### src/rtl/fetch_queue.sv
// Instruction-fetch stage: fetch PC, 1-cycle imem read, prefetch queue toward decode.
// Optional FETCH_STATS_EN adds saturating popped/flushed counters.
module fetch_queue #(
   parameter int unsigned        ADDR_W   = 16,
   parameter int unsigned        INSTR_W  = 16,
   parameter int unsigned        DEPTH    = 4,
   parameter logic [ADDR_W-1:0]  RESET_PC = '0
) (
   input  logic               clk,
   input  logic               rst,
   input  logic               halt,
   input  logic               redirect,
   input  logic [ADDR_W-1:0]  redirect_pc,
   output logic               imem_req,
   output logic [ADDR_W-1:0]  imem_addr,
   input  logic [INSTR_W-1:0] imem_rdata,
   output logic               instr_valid,
   input  logic               instr_ready,
   output logic [INSTR_W-1:0] instr,
   output logic [ADDR_W-1:0]  instr_pc,
   output logic [ADDR_W-1:0]  instr_pc_plus1,
   output logic               halted
`ifdef FETCH_STATS_EN
   ,
   output logic [31:0]        stat_fetched,
   output logic [31:0]        stat_flushed
`endif
);

   localparam int unsigned PTR_W = $clog2(DEPTH);
   localparam int unsigned CNT_W = PTR_W + 1;
   localparam int unsigned OCC_W = CNT_W + 1;

   typedef enum logic [0:0] {StRun, StHalted} state_e;

   state_e              state_q, state_d;
   logic [ADDR_W-1:0]   fetch_pc_q, fetch_pc_d;
   logic [ADDR_W-1:0]   resp_pc_q;
   logic                inflight_q;
   logic [PTR_W-1:0]    rd_ptr_q, rd_ptr_d;
   logic [PTR_W-1:0]    wr_ptr_q, wr_ptr_d;
   logic [CNT_W-1:0]    count_q, count_d;
   logic [OCC_W-1:0]    occupancy;
   logic                issue, push, pop, valid;

   logic [INSTR_W-1:0]  instr_mem [DEPTH];
   logic [ADDR_W-1:0]   pc_mem [DEPTH];

   // Counting the in-flight read against capacity guarantees a push always has room.
   assign occupancy = OCC_W'(count_q) + OCC_W'(inflight_q);
   // rst gates issue so no request is seen while reset is held.
   assign issue = rst & (state_q == StRun) & ~halt & ~redirect & (occupancy < OCC_W'(DEPTH));
   assign valid = (count_q != '0);
   assign pop   = valid & instr_ready;
   assign push  = inflight_q & ~redirect;

   always_comb begin
      state_d = state_q;
      unique case (state_q)
         StRun:    if (halt) state_d = StHalted;
         StHalted: if (!halt || redirect) state_d = StRun;
         default:  state_d = StRun;
      endcase
   end

   always_comb begin
      fetch_pc_d = fetch_pc_q;
      if (redirect) begin
         fetch_pc_d = redirect_pc;
      end else if (issue) begin
         fetch_pc_d = fetch_pc_q + ADDR_W'(1);
      end
   end

   always_comb begin
      rd_ptr_d = rd_ptr_q;
      wr_ptr_d = wr_ptr_q;
      count_d  = count_q;
      if (redirect) begin
         rd_ptr_d = '0;
         wr_ptr_d = '0;
         count_d  = '0;
      end else begin
         if (push) wr_ptr_d = wr_ptr_q + PTR_W'(1);
         if (pop)  rd_ptr_d = rd_ptr_q + PTR_W'(1);
         if (push && !pop) begin
            count_d = count_q + CNT_W'(1);
         end else if (pop && !push) begin
            count_d = count_q - CNT_W'(1);
         end
      end
   end

   always_ff @(posedge clk or negedge rst) begin
      if (!rst) begin
         state_q    <= StRun;
         fetch_pc_q <= RESET_PC;
         resp_pc_q  <= '0;
         inflight_q <= 1'b0;
         rd_ptr_q   <= '0;
         wr_ptr_q   <= '0;
         count_q    <= '0;
      end else begin
         state_q    <= state_d;
         fetch_pc_q <= fetch_pc_d;
         inflight_q <= issue;
         rd_ptr_q   <= rd_ptr_d;
         wr_ptr_q   <= wr_ptr_d;
         count_q    <= count_d;
         if (issue) resp_pc_q <= fetch_pc_q;
      end
   end

   // Entry storage needs no reset: head outputs are masked while the queue is empty.
   always_ff @(posedge clk) begin
      if (push) begin
         instr_mem[wr_ptr_q] <= imem_rdata;
         pc_mem[wr_ptr_q]    <= resp_pc_q;
      end
   end

   assign imem_req       = issue;
   assign imem_addr      = fetch_pc_q;
   assign instr_valid    = valid;
   assign instr          = valid ? instr_mem[rd_ptr_q] : '0;
   assign instr_pc       = valid ? pc_mem[rd_ptr_q] : '0;
   assign instr_pc_plus1 = valid ? pc_mem[rd_ptr_q] + ADDR_W'(1) : '0;
   assign halted         = (state_q == StHalted) & ~valid & ~inflight_q;

`ifdef FETCH_STATS_EN
   logic [31:0]      fetched_q, fetched_d;
   logic [31:0]      flushed_q, flushed_d;
   logic [OCC_W-1:0] flush_inc;
   logic [32:0]      flush_sum;

   // An entry popped in the redirect cycle was delivered, so it is not counted as flushed.
   always_comb begin
      flush_inc = '0;
      if (redirect) begin
         flush_inc = OCC_W'(count_q) - OCC_W'(pop) + OCC_W'(inflight_q);
      end
      flush_sum = {1'b0, flushed_q} + 33'(flush_inc);
      flushed_d = flush_sum[32] ? '1 : flush_sum[31:0];
      fetched_d = fetched_q;
      if (pop && (fetched_q != '1)) fetched_d = fetched_q + 32'd1;
   end

   always_ff @(posedge clk or negedge rst) begin
      if (!rst) begin
         fetched_q <= '0;
         flushed_q <= '0;
      end else begin
         fetched_q <= fetched_d;
         flushed_q <= flushed_d;
      end
   end

   assign stat_fetched = fetched_q;
   assign stat_flushed = flushed_q;
`endif

endmodule

### config.mk
export PLATFORM = sky130hd
export DESIGN_NAME = fetch_queue
export DESIGN_NICKNAME = d
export VERILOG_FILES = /design/src/rtl/fetch_queue.sv
export SDC_FILE = /design/constraint.sdc
export NUM_CORES = 1
export LEC_CHECK = 0
export BUFFER_PORTS_ARGS = -buffer_cell sky130_fd_sc_hd__buf_4
export CORE_ASPECT_RATIO = 1.25
export CORE_UTILIZATION = 48
export DETAILED_ROUTE_END_ITERATION = 12
export PLACE_DENSITY_LB_ADDON = 0.1
export SLEW_MARGIN = 5
export SYNTH_ARGS = -nofsm -noshare
export SYNTH_HDL_FRONTEND = slang
export SYNTH_SLANG_ARGS = --single-unit
export TNS_END_PERCENT = 10
### constraint.sdc
create_clock -name clk -period 2.4 [get_ports clk]
set_input_delay 0.36 -clock clk [delete_from_list [all_inputs] [get_ports clk]]
set_output_delay 0.36 -clock clk [all_outputs]
set_load 0.1 [all_outputs]
==> impl_metrics.csv <==
group,metric,value,unit
run_status,status,"finished, violations left",
run_status,violations,"setup timing",
route,routed_wl,15500,µm
logic_synthesis,synth.area.mux_share,11.4,%
route,ant_nets,0,
clock_network,clockBufferDepth,2,
cells_and_area,final_cell_mix,"edfxtp_1, buf_4, nand2_1",
critical_path,arrival,2.59,ns
global_routing,grt_pass1_wl,25000,µm
logic_synthesis,yosysWarnings,0,
global_routing,grt_util_all_layers,21.0,%
global_routing,grt_pass1_vias,4702,
logic_synthesis,synth_cells,494,
logic_synthesis,synth_fa_ha_area_share,1.29,%
sta,max_freq,0.339,GHz
job,maxCapViolCount,0,
critical_path,criticalPathCategory,"flip-flop to output port",
route,route.detailed.drc,0,
sta,tightest_slew,0.536,ns
floorplanning,io_pins,104,
sta,drv_slew,0,
floorplanning,die_area,0.0159,mm²
sta,worst_slack,-0.547,ns
global_routing,grt_start_max_net_pins,42,
sta,rsz0062_at_grt,"true",
global_routing,grt.overflow.total,0,
route,vias,4520,
floorplanning,die_h,141,µm
cells_and_area,antenna_cells,0,
cells_and_area,layout.nets,682,
logic_synthesis,synth_fp_nets,538,
min_path,holdCritPathClass,"input port to asynchronous set/reset pin",
critical_path,crit_fanout,14,
logic_synthesis,synth_ff_type,"edfxtp_1",
floorplanning,core-area,0.0150,mm²
route,wl_per_cell,18.7,µm
global_routing,grt_busiest_layer,"met2",
clock_network,clock_latency,0.42,ns
sta,period_minus_slack,2.95,ns
global_routing,met2_usage,35.7,%
placement,place_area,0.00870,mm²
logic_synthesis,synth_area_per_cell,15.0,µm²
sta,finClkSkew,0.00561,ns
floorplanning,start_util,49.2,%
sta,fin_crit_sh,123,%
critical_path,cp-start-kind,"flip-flop",
clock_network,cts_buffers,17,
critical_path,critPathCaptureType,"output port",
logic_synthesis,synthArstFlopShare,24.3,%
placement,dpl_worst_slack,-0.357,ns
global_routing,met1_usage,26.6,%
clock_network,cts_root_buffer,"clkbuf_16",
clock_network,cts.sinks,169,
logic_synthesis,synth-xor-area-share,1.66,%
floorplanning,rows,50,
placement,gp_congestion,0.796,
logic_synthesis,syn-cell-area,0.00739,mm²
route,dr.pass1.iters,4,
global_routing,antenna_found_initial,0,
clock_network,tritoncts,"done",
critical_path,cp.required,2.04,ns
sta,slew-limit-headroom,64.3,%
cells_and_area,drive_above_1_share,40.6,%
clock_network,clk_pin_slew,0.06,ns
sta,setup_viol,37,
route,drt_iter0_markers,219,
cells_and_area,syn_to_final_growth,32.4,%
clock_network,htreeDepth,4,
logic_synthesis,ys_ff_latch,169,
placement,dpl.hpwl,10100,µm
cells_and_area,stdcell_area,0.00979,mm²
cells_and_area,final_common_cell,"edfxtp_1",
clock_network,cts_hold_buffers,0,
floorplanning,die_w,113,µm
logic_synthesis,synth_edf_count,128,
logic_synthesis,synth_top_family_by_area,"simple AND/OR/NAND/NOR gates",
route,vias_per_cell,5.43,
logic_synthesis,synthSimpleGateAreaFrac,13.1,%
logic_synthesis,synth_compound_area_share,4.28,%
logic_synthesis,seq_area_frac_synth,65.9,%
placement,port_buffers,103,
global_routing,gr-usage-met3,4.56,%
logic_synthesis,ys_types,58,
sta,hold_viol_final,0,
==> worst max-delay path, stage by stage (launching register included) <==
cell and delay (ns):
dfrtp_2 0.45, buf_12 0.17, buf_4 0.16, mux4_2 0.35, nand2_2 0.08, buf_4 0.15, nor4_4 0.28, mux2_4 0.34
buf_12 0.17
==> state kept, by name, indices dropped and copies added, names as in the netlist <==
register / cells
wr_ptr_q: 2
inflight_q: 1
pc_mem: 64
resp_pc_q: 16
imem_addr: 16
instr_mem: 64
count_q: 3
state_q: 1
rd_ptr_q: 2
==> routing by layer <==
layer	up-vias	share of wire [%]	routed length, µm
met5	-	0	0
met4	0	2.0	314
met3	19	3.7	573
met2	116	51	7870
met1	2245	44	6790
li1	2140	-	-
==> what timing repair did <==
item / in CTS / in global routing
setup buffers: 3 / 0
pin swaps: 10 / 3
resized for setup: 116 / 13
setup endpoints to repair: 41 / 49
==> final cells by class <==
| cell class | count | area (µm²) |
|---|---|---|
| clock inverter | 6 | 65.1 |
| fill | 1098 | 5230 |
| tap | 182 | 228 |
| timing repair buffer | 149 | 1550 |
| clock buffer | 26 | 515 |
| sequential | 169 | 4870 |
| multi-input combinational | 293 | 2520 |
| inverter | 8 | 30.0 |
==> cells by family after synthesis <==
kind of cell               after synthesis
xor gates and xnor gates                14
adders and majority gates                7
DFF                                    169
AOI/OAI and AO/OA                       46
buffers and inverters                   32
muxes                                   41
and+or+nand+nor                        185
==> path summary, 6_finish.rpt <==
check	start	to	slack, ns	cells past startpoint
min in group clk	imem_rdata[7]	instr_mem[1][7]$_DFFE_PP_	0.14	1
min	rst	imem_addr[11]$_DFFE_PN0P_	0.04	2
max in group asynchronous	rst	rd_ptr_q[1]$_DFFE_PN0P_	1.94	2
max reg2reg	count_q[2]$_DFFE_PN0P_	imem_addr[15]$_DFFE_PN0P_	0.19	6
min reg2reg	state_q$_DFF_PN0_	state_q$_DFF_PN0_	0.48	1
max	rd_ptr_q[0]$_DFFE_PN0P_	instr_pc_plus1[14]	-0.55	8
==> through the flow <==
step | util (%) | instances | hold slack [ns] | TNS, ns
finish | 65.2 | 833 | 0.0439 | -8.43
global route | 65.2 | 833 | 0.0864 | -12.92
CTS | 64.8 | 833 | 0.0582 | -9.70
detailed placement | 57.9 | 798 | 0.475 | -3.10
global placement | 57.9 | 798 | 0.464 | -2.57
floorplan | - | 494 | 0.0644 | -5.03
==> synth_stat cells, types with 2 or more instances <==
library cell  instances  area [µm²]
edfxtp_1            128        3840
nand2_1              77         289
dfrtp_1              41        1030
and2_1               37         231
nor2_1               28         105
mux4_2               26         586
o21ai_0              14        70.1
clkbuf_1              9        33.8
nand3_1               9        45.0
xnor2_1               9        78.8
buf_2                 8        40.0
inv_1                 7        26.3
ha_1                  6        75.1
mux4_1                6         158
nor3_1                6        30.0
nor3b_1               6        45.0
o311ai_1              6        52.6
a21oi_1               5        25.0
a221o_1               5        50.1
xor2_1                5        43.8
mux2i_1               4        40.0
nor4_2                4        50.1
a31oi_1               3        18.8
buf_6                 3        33.8
mux2_2                3        33.8
o21ai_1               3        15.0
a21o_1                2        15.0
buf_4                 2        15.0
nand2b_1              2        12.5
nand4_1               2        12.5
Power is left out: the tool's default activity adds up to more than one toggle a clock period on the data nets, which glitch-free logic cannot reach.
